File: config.mk
export PLATFORM = sky130hd
export DESIGN_NAME = linear_feedback_shift_register
export DESIGN_NICKNAME = d
export VERILOG_FILES = /design/src/rtl/pifo_drain_checker_pkg.sv /design/src/rtl/pifo_drain_checker_lfsr.sv
export SDC_FILE = /design/constraint.sdc
export NUM_CORES = 1
export LEC_CHECK = 0
export CAP_MARGIN = 20
export CORE_AREA = 8 8 45 47
export DETAILED_ROUTE_END_ITERATION = 8
export DIE_AREA = 0 0 53 55
export GPL_TIMING_DRIVEN = 0
export PLACE_DENSITY = 0.72
export SYNTH_ARGS = -nofsm -noshare
export SYNTH_HDL_FRONTEND = slang
export SYNTH_SLANG_ARGS = --single-unit
File: constraint.sdc
create_clock -name clk -period 2.8 [get_ports clk]
set_clock_uncertainty 0.1 [all_clocks]
set_input_delay 0.56 -clock clk [delete_from_list [all_inputs] [get_ports clk]]
set_output_delay 0.56 -clock clk [all_outputs]
set_load 0.02 [all_outputs]
File: src/rtl/pifo_drain_checker_pkg.sv
// pifo_drain_checker_pkg: shared types for the PIFO drain checker and its bench.
// Holds the packet/priority/rate/counter types, the checker configuration
// struct, the drain FSM state enum and the LFSR tap table.
package pifo_drain_checker_pkg;

    typedef logic [15:0] PacketPointer;
    typedef logic [7:0]  Priority;
    typedef logic [7:0]  InjectionRate;
    typedef logic [15:0] CounterSignal;

    // Held static by the test controller while the checker is out of IDLE.
    typedef struct packed {
        InjectionRate deqrate;          // dequeue when lfsr < deqrate
        InjectionRate deqrate_seed;     // LFSR value loaded on reset
        CounterSignal expected_packets; // packets to drain before DONE
    } DCConfig;

    typedef enum logic [1:0] {
        IDLE  = 2'd0,
        DRAIN = 2'd1,
        DONE  = 2'd2,
        STALL = 2'd3
    } DrainState;

    // Maximal-length Galois (right-shift) feedback masks for 2..16 bits.
    function automatic logic [31:0] lfsr_taps(input int num_bits);
        case (num_bits)
            2:       return 32'h0000_0003;
            3:       return 32'h0000_0006;
            4:       return 32'h0000_000C;
            5:       return 32'h0000_0014;
            6:       return 32'h0000_0030;
            7:       return 32'h0000_0060;
            8:       return 32'h0000_00B8;
            9:       return 32'h0000_0110;
            10:      return 32'h0000_0240;
            11:      return 32'h0000_0500;
            12:      return 32'h0000_0829;
            13:      return 32'h0000_100D;
            14:      return 32'h0000_2015;
            15:      return 32'h0000_6000;
            default: return 32'h0000_D008;
        endcase
    endfunction

endpackage

File: src/rtl/pifo_drain_checker_lfsr.sv
// linear_feedback_shift_register: Galois LFSR used to randomise the dequeue
// rate. Loads i_seed on reset and steps once per cycle while i_advance is high.
// An all-zero seed is a lock-up state and holds at zero.
module linear_feedback_shift_register
    import pifo_drain_checker_pkg::*;
#(
    parameter int NUM_BITS = 8
) (
    input  logic                clk,
    input  logic                reset,
    input  logic [NUM_BITS-1:0] i_seed,
    input  logic                i_advance,
    output logic [NUM_BITS-1:0] o_value
);

    localparam logic [NUM_BITS-1:0] TAPS = NUM_BITS'(lfsr_taps(NUM_BITS));

    logic [NUM_BITS-1:0] r_q;

    // Seed on reset, otherwise shift right and fold the feedback mask in.
    always_ff @(posedge clk) begin
        if (reset) begin
            r_q <= i_seed;
        end else if (i_advance) begin
            r_q <= {1'b0, r_q[NUM_BITS-1:1]} ^ (r_q[0] ? TAPS : '0);
        end
    end

    assign o_value = r_q;

endmodule

==> results.toml, run 1 <==
[clock_tree]
clk_path_buf_depth = 2
cts.clk_slew.worst_paths_ns = 0.05
post_cts_buffers = 0
tritoncts = "built"
insertion_delay_ns = 0.25
cts_root_buffer = "clkbuf_4"
cts-resized-gates = 0
ctsHtreeMaxLevel = 1
clock_sinks = 8
cts_made_buffers = 3
cts_hold_buffers = 0

[worst_setup_path]
critical-path-max-stage-delay_ns = 0.65
required_ns = 2.14
cp_num_buf_inv = 1
reg2reg_slack_ns = 1.66
path_delay_family = "buffers and inverters"
rr_endpoint = "o_value[7]"
regToRegStartpoint = "o_value[0]"
worstSetupPathType = "register to output port"
crit_path_end_kind = "output port"
reg2reg_depth = 1
cp_cell_sequence = "clkdlybuf4s50_1"
critPathLaunchType = "register"
critPathSlowestCell = "clkdlybuf4s50_1"
cp_max_fo = 5
crit_arrival_ns = 1.37

[yosys]
synth-seq-cells = 8
synth_seq_area_share_pct = 63.6
ys_warn_count = 0
synth-simple-area-share_pct = 4.64
muxShareOfSynthArea_pct = 17.9
synth_top_family_by_area = "multiplexers"
ys_types = 8
synth_xor_area_share_pct = 6.95
synth-compound-area-share_pct = 3.97
netlist_area_um2 = 378
synth-adder-area-share_pct = 0
synth.avg_cell_area_um2 = 15.7
synth_nets = 35
synthCells = 24

[sta]
rsz0062_at_grt = "no"
whs_ns = 0.485
fin_tns_setup_ns = 0
relSlewSlack_pct = 76.1
final_hold_viol_count = 0
period_minus_slack_ns = 2.03
finalSetupViolCount = 0
worst_slew_pin_slew_ns = 0.359
fin_crit_sh_pct = 72.5
slew_viol_final = 0
fmax_mhz = 493

[hold_path]
whs_path_depth = 1
min_path_type = "register to register"
worstHoldEndpoint = "o_value[1]"
worst_hold_startpoint = "o_value[2]"

[routing]
wl_um = 903
drtAntennaViolNets = 0
viasPerCell = 4.34
avgRoutedWirePerCell_um = 14.8
drt-pass1-iter-count = 3
vias = 265
drc = 0
drt_iter0_drc = 2

[layout]
area_delta_synth_final_pct = 58.9
fillerInstances = 132
layout.cells.non_filler = 61
multi_input_area_um2 = 126
final_cell_mix = "clkdlybuf4s50_1, edfxtp_1"
fin_util_pct = 43.4
layout-drive-gt1-share_pct = 20.0
nets = 58
regArea_um2 = 240
largest_reg_flops = 8
n_antenna_cell = 0
final_common_cell = "clkdlybuf4s50_1"

[global_routing]
overflow = 0
first_global_vias = 287
grt_start_max_net_pins = 11
antenna_found_initial = 0
grt_pass1_wl_um = 1360
track_usage_pct = 6.66

[placement]
portBuffers = 18
place_hpwl_um = 688
gp_congestion = 0.695
dpl.cell_count = 58

[floorplan]
die_x_um = 53
dieArea_mm2 = 0.00292
die_y_um = 55
io_pins = 19
rows = 14
start_util_pct = 27.3
core_mm2 = 0.00138

[pwr]
finalPower_uw = 339
p_per_area_mw_per_mm2 = 565
p_leak_nw = 0.223
vdd_drop_max_uv = 240

[flow_run]
max_cap_viol_count = 0

[outcome]
status = "finished, final reports clean"
==> worst max path at each step <==
stage,from,endpoint,slack (ns),cells past startpoint
2_1_floorplan,reset,o_value[0],1.42,2
3_3_place_gp,reset,o_value[3],0.78,3
3_5_place_dp,reset,o_value[3],0.75,3
4_1_cts,o_value[0],o_value[0],0.76,1
5_1_grt,o_value[0],o_value[0],0.71,1
6_report,o_value[0],o_value[0],0.77,1
==> power breakdown <==
part           leakage [nW]  switching (mW)  total [mW]  internal (mW)
logic                 0.127          0.0375      0.0912         0.0536
registers            0.0822          0.0111       0.162          0.151
clock network        0.0138          0.0372      0.0861         0.0489
total                 0.223          0.0858       0.339          0.254
==> layout make-up <==
class / count / area share [%]
Multi-Input combinational cell: 15 / 21.0
Clock buffer: 3 / 3.75
Buffer: 1 / 1.88
Tap cell: 16 / 3.33
Timing Repair Buffer: 18 / 30.0
Sequential cell: 8 / 40.0
==> metrics by stage <==
step	setup WS [ns]	cell area (um^2)
2_1_floorplan	1.42	378
3_3_place_gp	0.783	578
3_5_place_dp	0.754	578
4_1_cts	0.755	601
5_1_grt	0.714	601
6_report	0.771	601
==> cells in the mapped netlist <==
cell type / n / share of area (%)
edfxtp_1: 8 / 64
mux2_4: 3 / 12
nand2_1: 3 / 3.0
o21ai_1: 3 / 4.0
xnor2_1: 3 / 7.0
mux2_2: 2 / 6.0
buf_6: 1 / 3.0
or2_1: 1 / 1.7
==> per-layer routing <==
layer | GRT usage [%] | share of wire, % | vias to the layer above
met4 | 3.88 | 0 | 0
li1 | - | - | 131
met3 | 4.81 | 16 | 0
met1 | 8.99 | 51 | 115
met2 | 7.03 | 32 | 19
met5 | 0 | 0 | -
==> logic make-up (layout without fill, tap and decap cells) <==
group | Yosys count | after routing
DFF | 8 | 8
muxes | 5 | 5
and+or+nand+nor | 4 | 4
xor gates and xnor gates | 3 | 3
AOI/OAI and AO/OA | 3 | 3
buffers and inverters | 1 | 22
Power figures use the tool's default switching activity.
==> inputs of run 2 (changes only) <==
==> constraint.sdc (replaced) <==
create_clock -name clk -period 1.9 [get_ports clk]
set_clock_uncertainty 0.1 [all_clocks]
set_input_delay 0.38 -clock clk [delete_from_list [all_inputs] [get_ports clk]]
set_output_delay 0.38 -clock clk [all_outputs]
set_load 0.02 [all_outputs]
==> results.toml, run 2 (same netlist as run 1, synthesis figures left out) <==
[outcome]
status = "finished, final reports clean"

[routing]
drc = 0
avgRoutedWirePerCell_um = 15.0
drt_iter0_drc = 3
drt-pass1-iter-count = 3
drtAntennaViolNets = 0
wl_um = 915
vias = 265
viasPerCell = 4.34

[clock_tree]
insertion_delay_ns = 0.25
cts_root_buffer = "clkbuf_4"
clock_sinks = 8
cts_made_buffers = 3
tritoncts = "built"
post_cts_buffers = 0
cts.clk_slew.worst_paths_ns = 0.05
clk_path_buf_depth = 2
ctsHtreeMaxLevel = 1
cts-resized-gates = 0
cts_hold_buffers = 0

[global_routing]
gr-usage-met1_pct = 8.99
antenna_found_initial = 0
overflow = 0
grt_start_max_net_pins = 11
grt_pass1_wl_um = 1360
use_met2_pct = 7.03
top_usage_layer = "met1"
first_global_vias = 287
gr-usage-met3_pct = 4.81
track_usage_pct = 6.66

[worst_setup_path]
cp_cell_sequence = "clkdlybuf4s50_1"
cp_num_buf_inv = 1
critPathSlowestCell = "clkdlybuf4s50_1"
rr_endpoint = "o_value[7]"
reg2reg_depth = 1
worstSetupPathType = "register to output port"
required_ns = 1.42
reg2reg_slack_ns = 0.76
critPathLaunchType = "register"
regToRegStartpoint = "o_value[0]"
path_delay_family = "buffers and inverters"
critical-path-max-stage-delay_ns = 0.62
crit_arrival_ns = 1.25
cp_max_fo = 2
crit_path_end_kind = "output port"

[floorplan]
dieArea_mm2 = 0.00292
die_x_um = 53
io_pins = 19
core_mm2 = 0.00138
start_util_pct = 27.3
die_y_um = 55
rows = 14

[placement]
gp_congestion = 0.695
portBuffers = 18
place_hpwl_um = 688

[hold_path]
worstHoldEndpoint = "o_value[1]"
worst_hold_startpoint = "o_value[2]"
min_path_type = "register to register"
whs_path_depth = 1

[sta]
finalSetupViolCount = 0
final_hold_viol_count = 0
worst_slew_pin_slew_ns = 0.361
whs_ns = 0.485
fmax_mhz = 579
relSlewSlack_pct = 75.9
period_minus_slack_ns = 1.73
rsz0062_at_grt = "no"
fin_tns_setup_ns = 0
slew_viol_final = 0
fin_crit_sh_pct = 90.9

[layout]
final_cell_mix = "clkdlybuf4s50_1, edfxtp_1"
n_antenna_cell = 0
largest_reg_flops = 8
nets = 58
area_delta_synth_final_pct = 59.6
final_common_cell = "clkdlybuf4s50_1"
layout-drive-gt1-share_pct = 20.0
fillerInstances = 131

[flow_run]
max_cap_viol_count = 0

[pwr]
vdd_drop_max_uv = 354
p_per_area_mw_per_mm2 = 829
p_leak_nw = 0.233
[run 2: metal layers]
layer / vias up / part of all wire [%]
li1: 131 / -
met2: 19 / 33
met3: 0 / 15
met4: 0 / 0
met5: - / 0
met1: 115 / 52
[run 2: worst max path at each step]
stage	startpoint	end	slack, ns	cells past startpoint
6_report	o_value[6]	o_value[6]	0.17	1
5_1_grt	o_value[6]	o_value[6]	0.12	1
4_1_cts	o_value[0]	o_value[0]	0.04	1
3_5_place_dp	reset	o_value[3]	0.03	3
3_3_place_gp	reset	o_value[3]	0.06	3
2_1_floorplan	reset	o_value[0]	0.70	2
[run 2: area by class of cell]
| class | instances | area [um^2] | area share [%] |
|---|---|---|---|
| plain buffers | 1 | 11.3 | 1.87 |
| clock buffers | 3 | 22.5 | 3.73 |
| multi-input cells | 15 | 126 | 21.0 |
| flip-flops and latches | 8 | 240 | 39.8 |
| well taps | 16 | 20.0 | 3.32 |
| repair buffers | 18 | 183 | 30.3 |
[run 2: report_power, final]
part	internal (mW)	leakage, nW	switching, mW
combinational	0.0786	0.137	0.0555
sequential	0.222	0.0822	0.0165
clock	0.0721	0.0138	0.0549
[run 2: per-stage QoR]
step	std cells	instance area, um^2	utilization (%)	total power [mW]	setup WS [ns]
2_1_floorplan	24	378	-	0.306	0.697
3_3_place_gp	58	578	41.8	0.375	0.0631
3_5_place_dp	58	578	41.8	0.377	0.0338
4_1_cts	61	601	43.4	0.504	0.0352
5_1_grt	61	603	43.6	0.522	0.121
6_report	61	603	43.6	0.500	0.174
